[config.mk]
export PLATFORM = sky130hd
export DESIGN_NAME = ps2_host_tx
export DESIGN_NICKNAME = d
export VERILOG_FILES = /design/src/rtl/ps2_host_tx.sv
export SDC_FILE = /design/constraint.sdc
export NUM_CORES = 1
export LEC_CHECK = 0
export CAP_MARGIN = 30
export CORE_ASPECT_RATIO = 1.1
export CORE_MARGIN = 1.5
export CORE_UTILIZATION = 63
export CTS_BUF_LIST = sky130_fd_sc_hd__clkbuf_16
export DETAILED_ROUTE_END_ITERATION = 8
export GPL_ROUTABILITY_DRIVEN = 0
export PLACE_DENSITY = 0.85
export SLEW_MARGIN = 10
export SYNTH_ARGS = -nofsm -noshare
export SYNTH_HDL_FRONTEND = slang
export SYNTH_SLANG_ARGS = --single-unit
[constraint.sdc]
create_clock -name clk -period 5 [get_ports clk]
set_input_delay 0.75 -clock clk [delete_from_list [all_inputs] [get_ports clk]]
set_output_delay 0.75 -clock clk [all_outputs]
set_load 0.05 [all_outputs]
[src/rtl/ps2_host_tx.sv]
// PS/2 host-to-device transmitter: inhibit, request-to-send, 11-bit frame, ACK check.
// Optional build macro PS2_HOST_TX_RETRY_EN adds up to two automatic retries on NACK/timeout.
module ps2_host_tx #(
  parameter int INHIBIT_CYCLES = 5000,
  parameter int TIMEOUT_CYCLES = 1000000
) (
  input  logic       clk,
  input  logic       reset,
  input  logic [7:0] tx_data,
  input  logic       tx_valid,
  output logic       tx_ready,
  input  logic       ps2_clk,
  input  logic       ps2_data,
  output logic       ps2_clk_oe,
  output logic       ps2_data_oe,
  output logic       busy,
  output logic       done,
  output logic       ack_err,
  output logic       timeout,
  output logic [2:0] state_dbg
);
  // Handshake: tx_data is taken on a clock edge where tx_valid & tx_ready are both high;
  // tx_ready is high only in IDLE and tx_valid is not looked at anywhere else.

  localparam int IW = (INHIBIT_CYCLES > 1) ? $clog2(INHIBIT_CYCLES + 1) : 1;
  localparam int TW = (TIMEOUT_CYCLES > 1) ? $clog2(TIMEOUT_CYCLES + 1) : 1;

  typedef enum logic [2:0] {
    S_IDLE, S_INHIBIT, S_RTS, S_SEND, S_ACK, S_WAIT_IDLE
  } state_t;

  state_t      state, state_n;
  logic [2:0]  clk_s;
  logic [1:0]  data_s;
  logic [7:0]  byte_q;
  logic [9:0]  frame;
  logic [3:0]  bit_cnt;
  logic [IW-1:0] inh_cnt;
  logic [TW-1:0] to_cnt;
  logic        idle_seen;
  logic        fall, idle_ok, inh_done, to_hit;
  logic        accept, fail_ack, fail_to;
  logic        clk_oe_n, data_oe_n, done_n, ack_err_n, timeout_n;
`ifdef PS2_HOST_TX_RETRY_EN
  logic [1:0]  retry_cnt;
  logic        retry;
`endif

  assign fall      = clk_s[2] & ~clk_s[1];
  assign idle_ok   = clk_s[1] & data_s[1];
  assign inh_done  = (inh_cnt == IW'(INHIBIT_CYCLES - 1));
  assign to_hit    = (to_cnt == TW'(TIMEOUT_CYCLES - 1));
  assign state_dbg = state;

  always_comb begin
    state_n   = state;
    clk_oe_n  = 1'b0;
    data_oe_n = ps2_data_oe;
    done_n    = 1'b0;
    ack_err_n = 1'b0;
    timeout_n = 1'b0;
    accept    = 1'b0;
    fail_ack  = 1'b0;
    fail_to   = 1'b0;
`ifdef PS2_HOST_TX_RETRY_EN
    retry     = 1'b0;
`endif
    unique case (state)
      S_IDLE: begin
        data_oe_n = 1'b0;
        if (tx_valid) begin
          accept   = 1'b1;
          state_n  = S_INHIBIT;
          clk_oe_n = 1'b1;
        end
      end
      S_INHIBIT: begin
        clk_oe_n  = 1'b1;
        data_oe_n = 1'b0;
        if (inh_done) begin
          // Release clock and pull data low (start bit) on the same edge.
          state_n   = S_RTS;
          clk_oe_n  = 1'b0;
          data_oe_n = 1'b1;
        end
      end
      S_RTS: begin
        data_oe_n = 1'b1;
        state_n   = S_SEND;
      end
      S_SEND: begin
        if (fall) begin
          data_oe_n = ~frame[0];
          if (bit_cnt == 4'd9) state_n = S_ACK;
        end else if (to_hit) begin
          fail_to = 1'b1;
        end
      end
      S_ACK: begin
        // A device clock edge beats a coincident timeout.
        if (fall) begin
          if (data_s[1]) begin
            fail_ack = 1'b1;
          end else begin
            done_n  = 1'b1;
            state_n = S_WAIT_IDLE;
          end
        end else if (to_hit) begin
          fail_to = 1'b1;
        end
      end
      S_WAIT_IDLE: begin
        data_oe_n = 1'b0;
        if (idle_ok && idle_seen) state_n = S_IDLE;
      end
      default: state_n = S_IDLE;
    endcase

    if (fail_ack || fail_to) begin
`ifdef PS2_HOST_TX_RETRY_EN
      if (retry_cnt != 2'd2) begin
        retry     = 1'b1;
        state_n   = S_INHIBIT;
        clk_oe_n  = 1'b1;
        data_oe_n = 1'b0;
      end else
`endif
      begin
        ack_err_n = fail_ack;
        timeout_n = fail_to;
        state_n   = fail_ack ? S_WAIT_IDLE : S_IDLE;
        clk_oe_n  = 1'b0;
        data_oe_n = 1'b0;
      end
    end
  end

  always_ff @(posedge clk or posedge reset) begin
    if (reset) begin
      state       <= S_IDLE;
      ps2_clk_oe  <= 1'b0;
      ps2_data_oe <= 1'b0;
      busy        <= 1'b0;
      tx_ready    <= 1'b1;
      done        <= 1'b0;
      ack_err     <= 1'b0;
      timeout     <= 1'b0;
    end else begin
      state       <= state_n;
      ps2_clk_oe  <= clk_oe_n;
      ps2_data_oe <= data_oe_n;
      busy        <= (state_n != S_IDLE);
      tx_ready    <= (state_n == S_IDLE);
      done        <= done_n;
      ack_err     <= ack_err_n;
      timeout     <= timeout_n;
    end
  end

  // Datapath; the frame is rebuilt from the latched byte at every inhibit so retries resend it.
  always_ff @(posedge clk or posedge reset) begin
    if (reset) begin
      clk_s     <= 3'b111;
      data_s    <= 2'b11;
      byte_q    <= 8'h00;
      frame     <= 10'h3ff;
      bit_cnt   <= 4'd0;
      inh_cnt   <= '0;
      to_cnt    <= '0;
      idle_seen <= 1'b0;
    end else begin
      clk_s  <= {clk_s[1:0], ps2_clk};
      data_s <= {data_s[0], ps2_data};
      if (accept) byte_q <= tx_data;
      if (state == S_INHIBIT) begin
        frame   <= {1'b1, ~^byte_q, byte_q};
        bit_cnt <= 4'd0;
      end else if (state == S_SEND && fall) begin
        frame   <= {1'b0, frame[9:1]};
        bit_cnt <= bit_cnt + 4'd1;
      end
      inh_cnt <= (state == S_INHIBIT) ? inh_cnt + 1'b1 : '0;
      if (state == S_INHIBIT) to_cnt <= '0;
      else if (state inside {S_RTS, S_SEND, S_ACK}) to_cnt <= to_cnt + 1'b1;
      idle_seen <= (state == S_WAIT_IDLE) && idle_ok;
    end
  end

`ifdef PS2_HOST_TX_RETRY_EN
  always_ff @(posedge clk or posedge reset) begin
    if (reset)       retry_cnt <= 2'd0;
    else if (accept) retry_cnt <= 2'd0;
    else if (retry)  retry_cnt <= retry_cnt + 2'd1;
  end
`endif

endmodule

==> impl_metrics.py <==
metrics = {
    "die": {
        "rows": 27,
        "die-height_um": 80.4,
        "initial_core_util_pct": 66.8,
        "die_area_um2": 5890,
        "io_pins": 23,
        "coreArea_um2": 5130,
        "die_x_um": 73.3,
    },
    "global_routing": {
        "grtUsageTotal_pct": 26.0,
        "antenna_found_initial": 0,
        "grt_max_degree": 72,
        "gr-total-overflow": 0,
        "grt_pass1_vias": 2508,
        "grt_pass1_wl_mm": 11.7,
    },
    "yosys": {
        "seq_area_frac_synth_pct": 52.4,
        "netlist_area_um2": 3430,
        "yosysUniqueCellTypes": 45,
        "ys_seq_elements": 71,
        "yosysTopAreaCellShare_pct": 40.1,
        "synth_most_common_cell": "dfrtp_1",
        "synthFlopType": "dfrtp_1",
        "syn_nets": 355,
        "synthCells": 338,
        "async_reset_ff_share_pct": 100,
        "syn_avg_cell_area_um2": 10.1,
        "yosys-top-cells-area": "dfrtp_1 (40%), dfstp_2 (12%), xor2_1 (5.1%)",
        "synth-edff-count": 0,
        "synth_top_area_cell": "dfrtp_1",
        "synth_common_cells": "dfrtp_1 (55), nor2_1 (38), nand2_1 (36), xor2_1 (20), nand3_1 (18)",
        "ys_warn_count": 0,
    },
    "route": {
        "drt_iter0_markers": 277,
        "ant_nets": 0,
        "wl_per_cell_um": 16.0,
        "drt_pass1_iterations": 5,
        "route.detailed.drc": 0,
        "routed_wl_mm": 6.92,
        "avgViaCountPerCell": 6.08,
        "num_vias": 2628,
    },
    "clocking": {
        "cts_tree": "done",
        "cts_inserted_buffers": 9,
        "clock_latency_ps": 330,
        "post_cts_resized": 0,
        "clock_sinks": 71,
        "hold_buffers": 0,
        "clk_path_buf_depth": 2,
        "post_cts_buffers": 0,
        "htreeDepth": 3,
        "root_buffer": "clkbuf_16",
        "clk_pin_slew_ps": 50,
    },
    "critical_path": {
        "cp_cell_sequence": "clkdlybuf4s50_1",
        "slowest_stage": "clkdlybuf4s50_1",
        "critPathArrivalTime_ps": 2020,
        "critPathKind": "flop to output pin",
        "cpPeakStageDelay_ps": 930,
        "cp-start-kind": "flop",
        "path_buf_inv": 1,
        "cp_top_family": "buffers and inverters",
        "cp.depth": 1,
        "crit_path_end_kind": "output pin",
        "cp_data_required_time_ps": 4250,
        "reg2reg_depth": 5,
        "cp_max_fo": 23,
    },
    "hold_path": {
        "hp-class": "flop to flop",
        "holdPathStages": 0,
    },
    "placed_design": {
        "dpl.hpwl_mm": 4.39,
        "place_area_um2": 3670,
        "placed_cells": 415,
        "portBuffers": 22,
    },
    "final_layout": {
        "finish.instance_area_um2": 3970,
        "num_antenna_cells": 0,
        "final_cells": 432,
        "seq_area_um2": 1800,
        "fillers": 352,
        "area_delta_synth_final_pct": 15.9,
        "layout-drive-gt1-share_pct": 13.1,
        "fin_nets": 372,
        "multiInputGateArea_um2": 1540,
    },
    "timing": {
        "finalSetupTns_ps": 0,
        "max_freq_ghz": 0.362,
        "worst_pin_slew_ps": 862,
        "slew_violations": 0,
        "worst_clock_skew_ps": 5.16,
        "layout_worst_path_cycle_share_pct": 55.3,
        "setup_viol": 0,
        "rsz0062_at_grt": "false",
        "hold_violations": 0,
        "slew_headroom_pct": 42.6,
        "min_period_ps": 2770,
    },
    "run": {
        "drv_cap": 0,
    },
    "pwr": {
        "ir_worst_vdd_mv": 0.337,
        "p_leak_uw": 0.00169,
        "powerDensity_nw_per_um2": 410,
    },
    "outcome": {
        "status": "complete, no violations",
    },
}
==> per-layer routing <==
metal / GRT usage (%) / routed length [um]
met1: 34.6 / 2970
met2: 42.2 / 3500
met3: 3.76 / 329
met4: 11.7 / 129
met5: 0 / 0
==> worst paths after layout <==
check,startpoint,end,slack [ps]
max in group asynchronous,reset,byte_q[4],3400
worst min register to register,clk_s[0],clk_s[1],350
worst max-delay path,state_dbg[2],state_dbg[2],2230
min in group asynchronous,reset,byte_q[7],1030
worst max register to register,state_dbg[2],to_cnt[18],2530
worst min-delay path,clk_s[0],clk_s[1],350
==> worst register-to-register path, stage by stage (launching register included) <==
cell	delay, ps
dfrtp_1	760
or3b_4	510
a2111oi_2	680
nand4_1	190
xor2_1	160
nor2_1	50
==> power breakdown <==
| group | internal [uW] | total, uW | switching [uW] |
|---|---|---|---|
| Clock | 378 | 603 | 226 |
| Sequential | 679 | 747 | 67.5 |
| Combinational | 137 | 277 | 141 |
==> stage by stage <==
stage,power [uW],hold slack (ps),util (%),setup slack (ps)
floorplan,951,345,-,2480
global placement,1010,347,71.6,2420
detailed placement,1020,347,71.6,2290
CTS,1640,354,77.1,2250
global route,1700,357,77.4,2160
finish,1630,354,77.4,2230
==> state kept, by name (all words and copies together) (netlist names) <==
signal       flops
to_cnt          20
inh_cnt         13
frame           10
byte_q           8
bit_cnt          4
clk_s            3
state_dbg        3
data_s           2
ack_err          1
busy             1
done             1
idle_seen        1
ps2_clk_oe       1
ps2_data_oe      1
timeout          1
tx_ready         1
==> cells in the final DEF (no fill, tap or decap), drive strengths merged, types with 3 or more instances in the layout <==
cell	synthesis	final
dfrtp	55	55
nand3	18	18
xnor2	12	12
or3	5	5
and3	13	13
a21oi	10	10
inv	5	8
nand2	36	36
and4	3	3
mux2	9	9
a31oi	3	3
ha	4	4
xor2	20	20
or3b	3	3
o21ai	11	11
clkbuf	11	9
clkdlybuf4s50	0	22
nand4	11	11
nor2	38	38
a32oi	3	3
dfstp	16	16
nor3	3	3
o22ai	3	3
and2	4	4
a22oi	8	8
nor4	3	3
==> cells by family (layout without fill, tap and decap cells) <==
| logic type | count (synthesis) | count (layout) | synth area share, % |
|---|---|---|---|
| xor gates and xnor gates | 32 | 32 | 8.18 |
| buffers and inverters | 23 | 45 | 2.63 |
| DFF | 71 | 71 | 52.4 |
| adders and majority gates | 4 | 4 | 1.46 |
| muxes | 11 | 11 | 3.54 |
| and+or+nand+nor | 150 | 150 | 22.7 |
| AOI/OAI and AO/OA | 47 | 47 | 9.12 |
==> layout make-up <==
class / instances / share of cell area (%)
flip-flops and latches: 71 / 45.2
multi-input cells: 244 / 38.8
repair buffers: 24 / 6.11
clock buffers: 9 / 5.67
well taps: 72 / 2.27
clock inverters: 7 / 1.45
inverters: 5 / 0.472
No activity file was read; power rests on OpenSTA's default activity.
